==> src/rtl/bist_response_compactor_pkg.sv <==
// Shared types, default polynomials and the MISR step function used by the
// BIST response compactor and its MISR datapath.
package bist_response_compactor_pkg;

   typedef enum logic [1:0] {
      IDLE = 2'd0,
      RUN  = 2'd1,
      DONE = 2'd2
   } state_e;

   localparam logic [7:0]  POLY8  = 8'h1D;
   localparam logic [15:0] POLY16 = 16'h100B;

   // Widest signature misr_next() can fold; narrower widths are masked down.
   localparam int unsigned MAX_W = 64;

   function automatic logic [MAX_W-1:0] misr_next(
      input logic [MAX_W-1:0] sig,
      input logic [MAX_W-1:0] data,
      input logic [MAX_W-1:0] poly,
      input int unsigned      width
   );
      logic [MAX_W-1:0] mask;
      logic             msb;
      mask = (width >= MAX_W) ? '1 : ((MAX_W'(1) << width) - MAX_W'(1));
      msb  = |(sig & (MAX_W'(1) << (width - 1)));
      return ((sig << 1) ^ (msb ? poly : '0) ^ data) & mask;
   endfunction

endpackage

==> src/rtl/bist_response_compactor_misr_core.sv <==
// MISR signature register: loads SEED, or folds one data word per enabled
// cycle through the shift/XOR feedback. No control logic lives here.
module bist_response_compactor_misr_core
   import bist_response_compactor_pkg::*;
#(
   parameter int               WIDTH = 8,
   parameter logic [WIDTH-1:0] POLY  = WIDTH'(POLY8),
   parameter logic [WIDTH-1:0] SEED  = '0
) (
   input  logic             clk,
   input  logic             rst,
   input  logic             load_i,
   input  logic             enable_i,
   input  logic [WIDTH-1:0] data_i,
   output logic [WIDTH-1:0] signature_o,
   output logic [WIDTH-1:0] sig_next_o
);

   logic [WIDTH-1:0] sig_q;
   logic [WIDTH-1:0] sig_d;
   logic [WIDTH-1:0] folded;

   assign folded = WIDTH'(misr_next(MAX_W'(sig_q), MAX_W'(data_i), MAX_W'(POLY), WIDTH));

   always_comb begin
      sig_d = sig_q;
      if (load_i) begin
         sig_d = SEED;
      end else if (enable_i) begin
         sig_d = folded;
      end
   end

   // Reset clears to zero; SEED is only applied when a run is started.
   always_ff @(posedge clk) begin
      if (rst) begin
         sig_q <= '0;
      end else begin
         sig_q <= sig_d;
      end
   end

   assign signature_o = sig_q;
   assign sig_next_o  = sig_d;

endmodule

==> src/rtl/bist_response_compactor.sv <==
// BIST response compactor: runs the MISR over PATTERNS valid CUT responses,
// then compares the final signature with golden and holds the verdict.
module bist_response_compactor
   import bist_response_compactor_pkg::*;
#(
   parameter int               WIDTH    = 8,
   parameter logic [WIDTH-1:0] POLY     = (WIDTH == 16) ? WIDTH'(POLY16) : WIDTH'(POLY8),
   parameter logic [WIDTH-1:0] SEED     = '0,
   parameter int               PATTERNS = 256,
   localparam int              CW       = $clog2(PATTERNS + 1)
) (
   input  logic             clk,
   input  logic             rst,
   input  logic             start,
   input  logic             resp_valid,
   input  logic [WIDTH-1:0] resp_data,
   input  logic [WIDTH-1:0] golden,
   output logic             busy,
   output logic             done,
   output logic             pass,
   output logic [WIDTH-1:0] signature,
   output logic [CW-1:0]    resp_count
);

   state_e           state_q;
   state_e           state_d;
   logic [CW-1:0]    count_q;
   logic [CW-1:0]    count_d;
   logic             pass_q;
   logic             pass_d;
   logic [WIDTH-1:0] sigNext;
   logic             startOk;
   logic             absorb;
   logic             lastResp;

   assign startOk  = start && (state_q != RUN);
   assign absorb   = resp_valid && (state_q == RUN);
   assign lastResp = absorb && (count_q == CW'(PATTERNS - 1));

   always_ff @(posedge clk) begin
      if (rst) begin
         state_q <= IDLE;
      end else begin
         state_q <= state_d;
      end
   end

   always_comb begin
      state_d = state_q;
      case (state_q)
         IDLE:    if (start)    state_d = RUN;
         RUN:     if (lastResp) state_d = DONE;
         DONE:    if (start)    state_d = RUN;
         default:               state_d = IDLE;
      endcase
   end

   always_comb begin
      busy = (state_q == RUN);
      done = (state_q == DONE);
   end

   // The verdict is taken from the signature being written on the final edge.
   always_comb begin
      count_d = count_q;
      pass_d  = pass_q;
      if (startOk) begin
         count_d = '0;
         pass_d  = 1'b0;
      end else if (absorb) begin
         count_d = count_q + CW'(1);
         if (lastResp) begin
            pass_d = (sigNext == golden);
         end
      end
   end

   always_ff @(posedge clk) begin
      if (rst) begin
         count_q <= '0;
         pass_q  <= 1'b0;
      end else begin
         count_q <= count_d;
         pass_q  <= pass_d;
      end
   end

   bist_response_compactor_misr_core #(
      .WIDTH (WIDTH),
      .POLY  (POLY),
      .SEED  (SEED)
   ) misr (
      .clk         (clk),
      .rst         (rst),
      .load_i      (startOk),
      .enable_i    (absorb),
      .data_i      (resp_data),
      .signature_o (signature),
      .sig_next_o  (sigNext)
   );

   assign pass       = pass_q;
   assign resp_count = count_q;

endmodule

==> config.mk <==
export PLATFORM = sky130hd
export DESIGN_NAME = bist_response_compactor
export DESIGN_NICKNAME = d
export VERILOG_FILES = /design/src/rtl/bist_response_compactor_pkg.sv /design/src/rtl/bist_response_compactor_misr_core.sv /design/src/rtl/bist_response_compactor.sv
export SDC_FILE = /design/constraint.sdc
export NUM_CORES = 1
export LEC_CHECK = 0
export ABC_AREA = 1
export CORE_MARGIN = 10
export CORE_UTILIZATION = 40
export DETAILED_ROUTE_END_ITERATION = 16
export HOLD_SLACK_MARGIN = 0.1
export PLACE_DENSITY = 0.71
export SYNTH_ARGS = -nofsm -noshare
export SYNTH_HDL_FRONTEND = slang
export SYNTH_SLANG_ARGS = --single-unit
==> constraint.sdc <==
create_clock -name clk -period 1.6 [get_ports clk]
set_input_delay 0.48 -clock clk [delete_from_list [all_inputs] [get_ports clk]]
set_output_delay 0.48 -clock clk [all_outputs]
set_load 0.02 [all_outputs]
==> results of run 1 <==
registers in the layout (all words and copies together), names as in the netlist:
name              cells
misr.signature_o      8
state_q               2
resp_count            9
pass                  1
routing by layer:
layer,part of all wire,GRT usage,up-vias
met5,0,0,-
met4,0.021,0.0455,0
met3,0.033,0.0200,7
met2,0.46,0.195,27
met1,0.49,0.142,589
li1,-,-,754
metrics by stage:
| stage | instances | setup TNS (ns) | hold WS [ns] |
|---|---|---|---|
| floorplan | 206 | 0 | 0.443 |
| detailed placement | 308 | -4.37 | 0.460 |
| finish | 314 | 0 | 0.479 |
| global placement | 308 | -4.32 | 0.451 |
| CTS | 314 | 0 | 0.478 |
| global route | 314 | -0.0731 | 0.519 |
final timing paths:
check,from,end,slack [ns]
worst min-delay path,state_q[1],state_q[1],0.48
worst max-delay path,resp_count[2],resp_count[2],0.04
worst min register to register,state_q[1],state_q[1],0.48
worst max register to register,state_q[1],pass,0.08
report_power, final:
part           leakage (nW)  internal (mW)  switching [mW]
registers             0.165          0.512          0.0122
clock network        0.0279          0.253           0.175
logic                 0.786          0.147           0.150
placed cells by master (no fill, tap or decap):
| cell | n |
|---|---|
| nand3_2 | 2 |
| nand3b_1 | 6 |
| nand3_1 | 13 |
| ha_1 | 2 |
| clkdlybuf4s15_2 | 2 |
| dfxtp_4 | 1 |
| o21bai_1 | 1 |
| clkdlybuf4s15_1 | 1 |
| buf_2 | 1 |
| inv_1 | 34 |
| a21oi_1 | 7 |
| clkbuf_2 | 1 |
| nand2_1 | 80 |
| nor3_2 | 2 |
| nor2_4 | 2 |
| o211ai_1 | 1 |
| xor2_1 | 1 |
| buf_4 | 24 |
| xnor2_1 | 1 |
| a21oi_2 | 1 |
| or2_2 | 1 |
| buf_6 | 1 |
| clkbuf_4 | 3 |
| nor2_2 | 2 |
| nand2_2 | 2 |
| dfxtp_2 | 4 |
| dlygate4sd2_1 | 16 |
| bufinv_16 | 1 |
| o21ai_0 | 4 |
| clkdlybuf4s50_1 | 18 |
| nor2_1 | 18 |
| dfxtp_1 | 15 |
| inv_2 | 1 |
| o21ai_2 | 1 |
cell type report:
class	instances	area share
multi-input combinational	147	0.369
timing repair buffer	64	0.291
sequential	20	0.215
inverter	35	0.0690
tap	44	0.0289
clock inverter	1	0.0158
clock buffer	3	0.0118
kinds of logic after synthesis:
logic type	count (synthesis)	share of synthesized area
AND/OR/NAND/NOR	128	0.443
AO/OA/AOI/OAI	15	0.0697
flip-flops	20	0.319
XOR/XNOR	2	0.0139
buffers and inverters	39	0.134
adder cells (fa/ha/maj)	2	0.0199
what timing repair did:
| item | in CTS | in global routing |
|---|---|---|
| hold buffers | 0 | 0 |
| setup endpoints to repair | 22 | 13 |
| gates resized for setup | 30 | 11 |
| hold endpoints to repair | 0 | 0 |
| pin swaps | 1 | 1 |
| setup buffers | 2 | 0 |
==> out/metrics.csv, run 1 <==
stage;metric;value;unit
run_status;status;finished clean;
sta;actual slew at the worst max-slew pin;0.257;ns
critical_path;WS Path Type;reg2out;
sta;fin crit share;0.977;
final_layout;nets@finish;293;
drt;DR WL/cell;11.0;µm
floorplanning;I/O pin count;40;
cts;H-tree depth;1;
sta;minimum clock period;1.56;ns
drt;Avg Vias per Cell;4.39;
sta;clk_skew;0.00527;ns
drt;total routed wirelength;3.46;mm
min_path;hold depth;2;
floorplanning;die height;76.0;µm
final_layout;final core occ;0.629;
critical_path;CP max stage delay;0.41;ns
placement;pre-CTS setup slack;-0.476;ns
final_layout;multi-input gate area in the final layout;702;µm²
grt;vias in the first global route;1303;
drt;Detailed Routing Iterations Pass 1;6;
floorplanning;Die Width;76.0;µm
final_layout;Register Area;409;µm²
final_layout;ANT cells;0;
synthesis;Net Count, Synth;228;
final_layout;post-route cell area;1900;µm²
critical_path;WP depth;1;
grt;initial antenna violation count;0;
critical_path;CP Buf/Inv Count;1;
critical_path;Worst setup EP type;output port;
drt;DR vias;1377;
synthesis;count leader, synth;nand2_1;
power;peak supply drop;0.000357;V
sta;final max-slew violation count;0;
synthesis;synthesis warning total;0;
floorplanning;Initial Utilization;0.415;
synthesis;number of enable flip-flop cells after synthesis;0;
sta;unrepaired setup endpoints after global routing;true;
synthesis;top cell type's share of synthesized area;0.319;
synthesis;register area share after synthesis;0.319;
grt;largest net degree at the start of global routing;13;
floorplanning;Rows;20;
floorplanning;Die ar.;5780;µm²
critical_path;cells on worst reg2reg path;13;
critical_path;Critical Path RT;1.12;ns
cts;CTS tree;done;
final_layout;fill count;291;
placement;Area after DPL;1840;µm²
critical_path;critical path's top delay family;flip-flops;
drt;Detail Route Antenna Nets;0;
critical_path;Crit-path slowest cell;dfxtp_1;
run;MaxCap Viol Count;0;
final_layout;share of cells above drive strength 1;0.193;
cts;CTS Root Buffer Type;clkbuf_4;
grt;first-pass GRT wire length;5.83;mm
sta;final setup fails;0;
cts;Clock Latency Late Sink;0.31;ns
synthesis;Mapped Cells;206;
grt;total gr overflow;0;
sta;max_slew headroom;0.828;
cts;clock transition at the registers of the reported paths;0.13;ns
synthesis;Syn Std Cell Area;1260;µm²
power;Lkg Pwr;0.978;nW
synthesis;Synth async-reset ratio;0;
synthesis;Netlist cell types;24;
cts;CTS Buf Count;3;
critical_path;crit path DAT;1.08;ns
critical_path;critical path peak fanout;4;
placement;Placer Congestion;0.825;
synthesis;top cells by area, synth;dfxtp_1 32%, nand2_1 24%, inv_1 10%;
sta;setup ws final;0.0362;ns
power;Power Total;1.25;mW
sta;Final Hold Fails;0;
synthesis;top post-synthesis cells by count;81 x nand2_1, 35 x inv_1, 20 x dfxtp_1;
floorplanning;core area;3030;µm²
placement;dpl hpwl;2.74;mm
sta;Fmax;639;MHz
synthesis;Post-Syn Area per Cell;6.10;µm²
critical_path;CP Launch Type;flip-flop;
cts;deepest clock path buffer count;2;
placement;Port Buffers;39;
final_layout;Area Overhead vs Synth;51.6;%
grt;Total GRT Usage;0.116;
drt;Initial DRC Count;65;
critical_path;critical-path cell list;dlygate4sd2_1;
power;pwr dens;656;nW/µm²
cts;clk sink count;20;
synthesis;Seq cells post-synth;20;
synthesis;largest area contributor in the netlist;dfxtp_1;
min_path;Hold Path Class;reg2reg;
drt;drt drc;0;
synthesis;Primary FF master, synth;dfxtp_1;
No activity file was read; power rests on OpenSTA's default activity.
==> run 2, diff against run 1 <==
Settings changed: PLACE_DENSITY 0.71 to 0.72, SYNTH_HIERARCHICAL set to 1.
==> run 2 against run 1 <==
The run now ends with setup timing left. Hold slack improved by 0.0039 ns. Synthesized area fell by 7.0%. Clock power fell by 2%. Core utilization rose by 2.9 points. Sequential cell count did not move. Synthesized cell count fell by 16%. Non-clock buffer count fell by 5. Cell count fell by 16%. Total power fell by 1.1%. Global-route usage rose by 0.80 points. Sequential power barely moved. Die area fell by 5.2%. Critical endpoint is now pass.
==> out/metrics.csv, run 2 <==
stage;metric;value;unit;change
synthesis;top cell type's share of synthesized area;0.343;;+0.0239
synthesis;Post-Syn Area per Cell;6.76;µm²;+11%
power;Power Total;1.24;mW;-1.1%
sta;actual slew at the worst max-slew pin;0.252;ns;-0.00504 ns
synthesis;Netlist cell types;24;;unchanged
min_path;Endpoint, Worst Hold;resp_count[6];;
drt;Detailed Routing Iterations Pass 1;4;;-2
placement;Port Buffers;39;;unchanged
critical_path;most frequent CP cell;nand3_1;;
final_layout;share of cells above drive strength 1;0.253;;+0.0606
cts;CTS Hold Bufs;0;;unchanged
final_layout;Area Overhead vs Synth;56.6;%;
cts;CTS tree;done;;
final_layout;ANT cells;0;;unchanged
run_status;status;finished with violations;;
synthesis;register area share after synthesis;0.343;;+0.0239
sta;unrepaired setup endpoints after global routing;true;;
final_layout;post-route cell area;1830;µm²;-3.9%
sta;Fmax;619;MHz;-3.2%
critical_path;R2R Setup Slk;0.01;ns;-0.07 ns
drt;Detail Route Antenna Nets;0;;unchanged
grt;Total GRT Usage;0.124;;+0.00795
placement;Cells after DPL;255;;-17%
drt;DR WL/cell;12.8;µm;+16%
min_path;Hold Path Origin;resp_count[6];;
drt;DR vias;1240;;-9.9%
final_layout;nets@finish;256;;-13%
final_layout;final core occ;0.658;;+0.0292
final_layout;most common cell after layout, fill and taps aside;nand2_1;;
cts;H-tree depth;1;;unchanged
min_path;Hold Path Class;reg2reg;;
critical_path;Crit-path slowest cell;clkdlybuf4s50_1;;
synthesis;count leader, synth;nand2_1;;
floorplanning;Rows;19;;-5.0%
grt;total gr overflow;0;;unchanged
critical_path;critical path peak fanout;2;;-2
synthesis;synthesis warning total;6;;+6
critical_path;CP Launch Point;resp_data[3];;
cts;CTS Buf Count;3;;unchanged
synthesis;Syn Std Cell Area;1170;µm²;-7.0%
final_layout;fill count;250;;-14%
sta;minimum clock period;1.62;ns;+0.0513 ns
placement;Area after DPL;1700;µm²;-7.6%
critical_path;WS Path Type;in2reg;;
synthesis;Primary FF master, synth;dfxtp_1;;
synthesis;Mapped Cells;173;;-16%
floorplanning;Die ar.;5480;µm²;-5.2%
drt;Avg Vias per Cell;4.70;;+7.1%
power;Lkg Pwr;0.920;nW;-5.9%
floorplanning;die height;74.1;µm;-2.6%
sta;final max-slew violation count;0;;unchanged
synthesis;top cells by area, synth;dfxtp_1 34%, nand2_1 12%, inv_1 8.7%;;
run_status;failing checks;setup timing;;
grt;initial antenna violation count;0;;unchanged
sta;setup ws final;-0.0151;ns;-0.0513 ns
floorplanning;I/O pin count;40;;unchanged
floorplanning;core area;2780;µm²;-8.1%
critical_path;cells on worst reg2reg path;13;;unchanged
final_layout;Finished Layout Cells;264;;-16%
synthesis;Seq cells post-synth;20;;unchanged
synthesis;top post-synthesis cells by count;36 x nand2_1, 27 x inv_1, 22 x nor2_1;;
synthesis;number of enable flip-flop cells after synthesis;0;;unchanged
placement;Placer Congestion;0.853;;+3.4%
cts;clk sink count;20;;unchanged
grt;first-pass GRT wire length;5.43;mm;-6.9%
placement;dpl hpwl;2.65;mm;-3.4%
drt;Initial DRC Count;53;;-18%
sta;Final Hold Fails;0;;unchanged
critical_path;critical-path cell list;clkdlybuf4s50_1 > inv_1 > nand3_1 > nand3_1 > nand2_1 > inv_2 > xnor2_2 > nand2_1 > nor2_1 > nand3_1 > a21oi_2;;
synthesis;Net Count, Synth;195;;-14%
sta;max_slew headroom;0.831;;+0.00297
min_path;hold depth;2;;unchanged
critical_path;Critical Path RT;1.85;ns;+0.73 ns
critical_path;reg2reg end;pass;;
floorplanning;Die Width;74.1;µm;-2.6%
power;pwr dens;675;nW/µm²;+2.9%
critical_path;Worst setup EP type;flip-flop;;
drt;total routed wirelength;3.38;mm;-2.3%
cts;clock transition at the registers of the reported paths;0.12;ns;about the same
floorplanning;Initial Utilization;0.420;;+0.00528
critical_path;CP max stage delay;0.49;ns;+0.08 ns
run;MaxCap Viol Count;0;;unchanged
power;peak supply drop;0.000578;V;+62%
final_layout;most frequent cells in the layout;36 x nand2_1, 25 x inv_1, 21 x nor2_1;;
critical_path;crit path DAT;1.87;ns;+0.79 ns
cts;CTS Root Buffer Type;clkbuf_4;;
final_layout;max reg flops;9;;unchanged
drt;drt drc;0;;unchanged
cts;Clock Latency Late Sink;0.30;ns;about the same
sta;clk_skew;0.00148;ns;-0.00379 ns
sta;WHS;0.483;ns;+0.00390 ns
grt;vias in the first global route;1233;;-5.4%
sta;final setup fails;1;;+1
sta;fin crit share;1.01;;+0.0321
synthesis;Synth async-reset ratio;0;;unchanged
grt;largest net degree at the start of global routing;13;;unchanged
synthesis;largest area contributor in the netlist;dfxtp_1;;
critical_path;CP Launch Type;input pin;;
critical_path;worst r2r src;state_q[1];;
cts;deepest clock path buffer count;2;;unchanged
[run 2: cell count changes after synthesis, moves of 5 or more]
cell	before	now
a21oi_1	7	12
inv_1	35	27
inv_2	0	5
nand2_1	81	36
nand3b_1	6	1
o21ai_0	4	9
xor2_1	1	9
[run 2: report_power, final]
| part | leakage [nW] | switching [mW] | total [mW] | internal [mW] |
|---|---|---|---|---|
| Combinational | 0.729 | 0.152 | 0.293 | 0.141 |
| Sequential | 0.164 | 0.0106 | 0.522 | 0.511 |
| Clock | 0.0279 | 0.168 | 0.421 | 0.253 |
[run 2: kinds of logic (layout without fill, tap and decap cells)]
family | Yosys count | after routing | synth area share
AO/OA/AOI/OAI | 22 | 22 | 0.0974
XOR/XNOR | 13 | 13 | 0.0974
adder cells (fa/ha/maj) | 2 | 2 | 0.0214
buffers and inverters | 36 | 96 | 0.122
flip-flops | 20 | 20 | 0.343
AND/OR/NAND/NOR | 80 | 80 | 0.319
[run 2: critical path, delay by kind of cell]
| kind | cells | cell delay (ns) |
|---|---|---|
| buffers and inverters | 3 | 0.59 |
| and+or+nand+nor | 6 | 0.53 |
| xor gates and xnor gates | 1 | 0.16 |
| AOI/OAI and AO/OA | 1 | 0.11 |
[run 2: how the worst max path moves through the flow]
stage / end / slack (ns) / cells after the start
finish: pass / -0.02 / 11
global route: pass / -0.16 / 14
CTS: pass / 0.006 / 11
detailed placement: pass / -0.56 / 13
global placement: pass / -0.51 / 13
floorplan: pass / 0.003 / 13
[run 2: cell type report]
type | count | area, µm² | area share
flip-flops and latches | 20 | 405 | 0.221
clock inverters | 1 | 30.0 | 0.0164
clock buffers | 3 | 22.5 | 0.0123
inverters | 33 | 139 | 0.0759
repair buffers | 59 | 512 | 0.280
well taps | 31 | 38.8 | 0.0212
multi-input cells | 117 | 683 | 0.373
[run 2: what timing repair did]
item,4_1_cts,5_1_grt
pin swaps,6,3
gates cloned,1,0
buffers inserted,4,0
resized for setup,35,20
endpoints found under the setup margin,21,9
[run 2: stage by stage]
step | setup TNS (ns) | setup slack, ns
final | -0.0151 | -0.0151
after global routing | -0.225 | -0.160
after CTS | 0 | 0.00592
after detailed placement | -2.70 | -0.565
after global placement | -2.36 | -0.514
after floorplan | 0 | 0.00267
[run 2: layer usage]
metal,GRT usage,share of wire,vias up
li1,-,-,653
met1,0.142,0.44,556
met2,0.209,0.48,27
met3,0.0279,0.060,4
met4,0.0663,0.015,0
met5,0,0,-
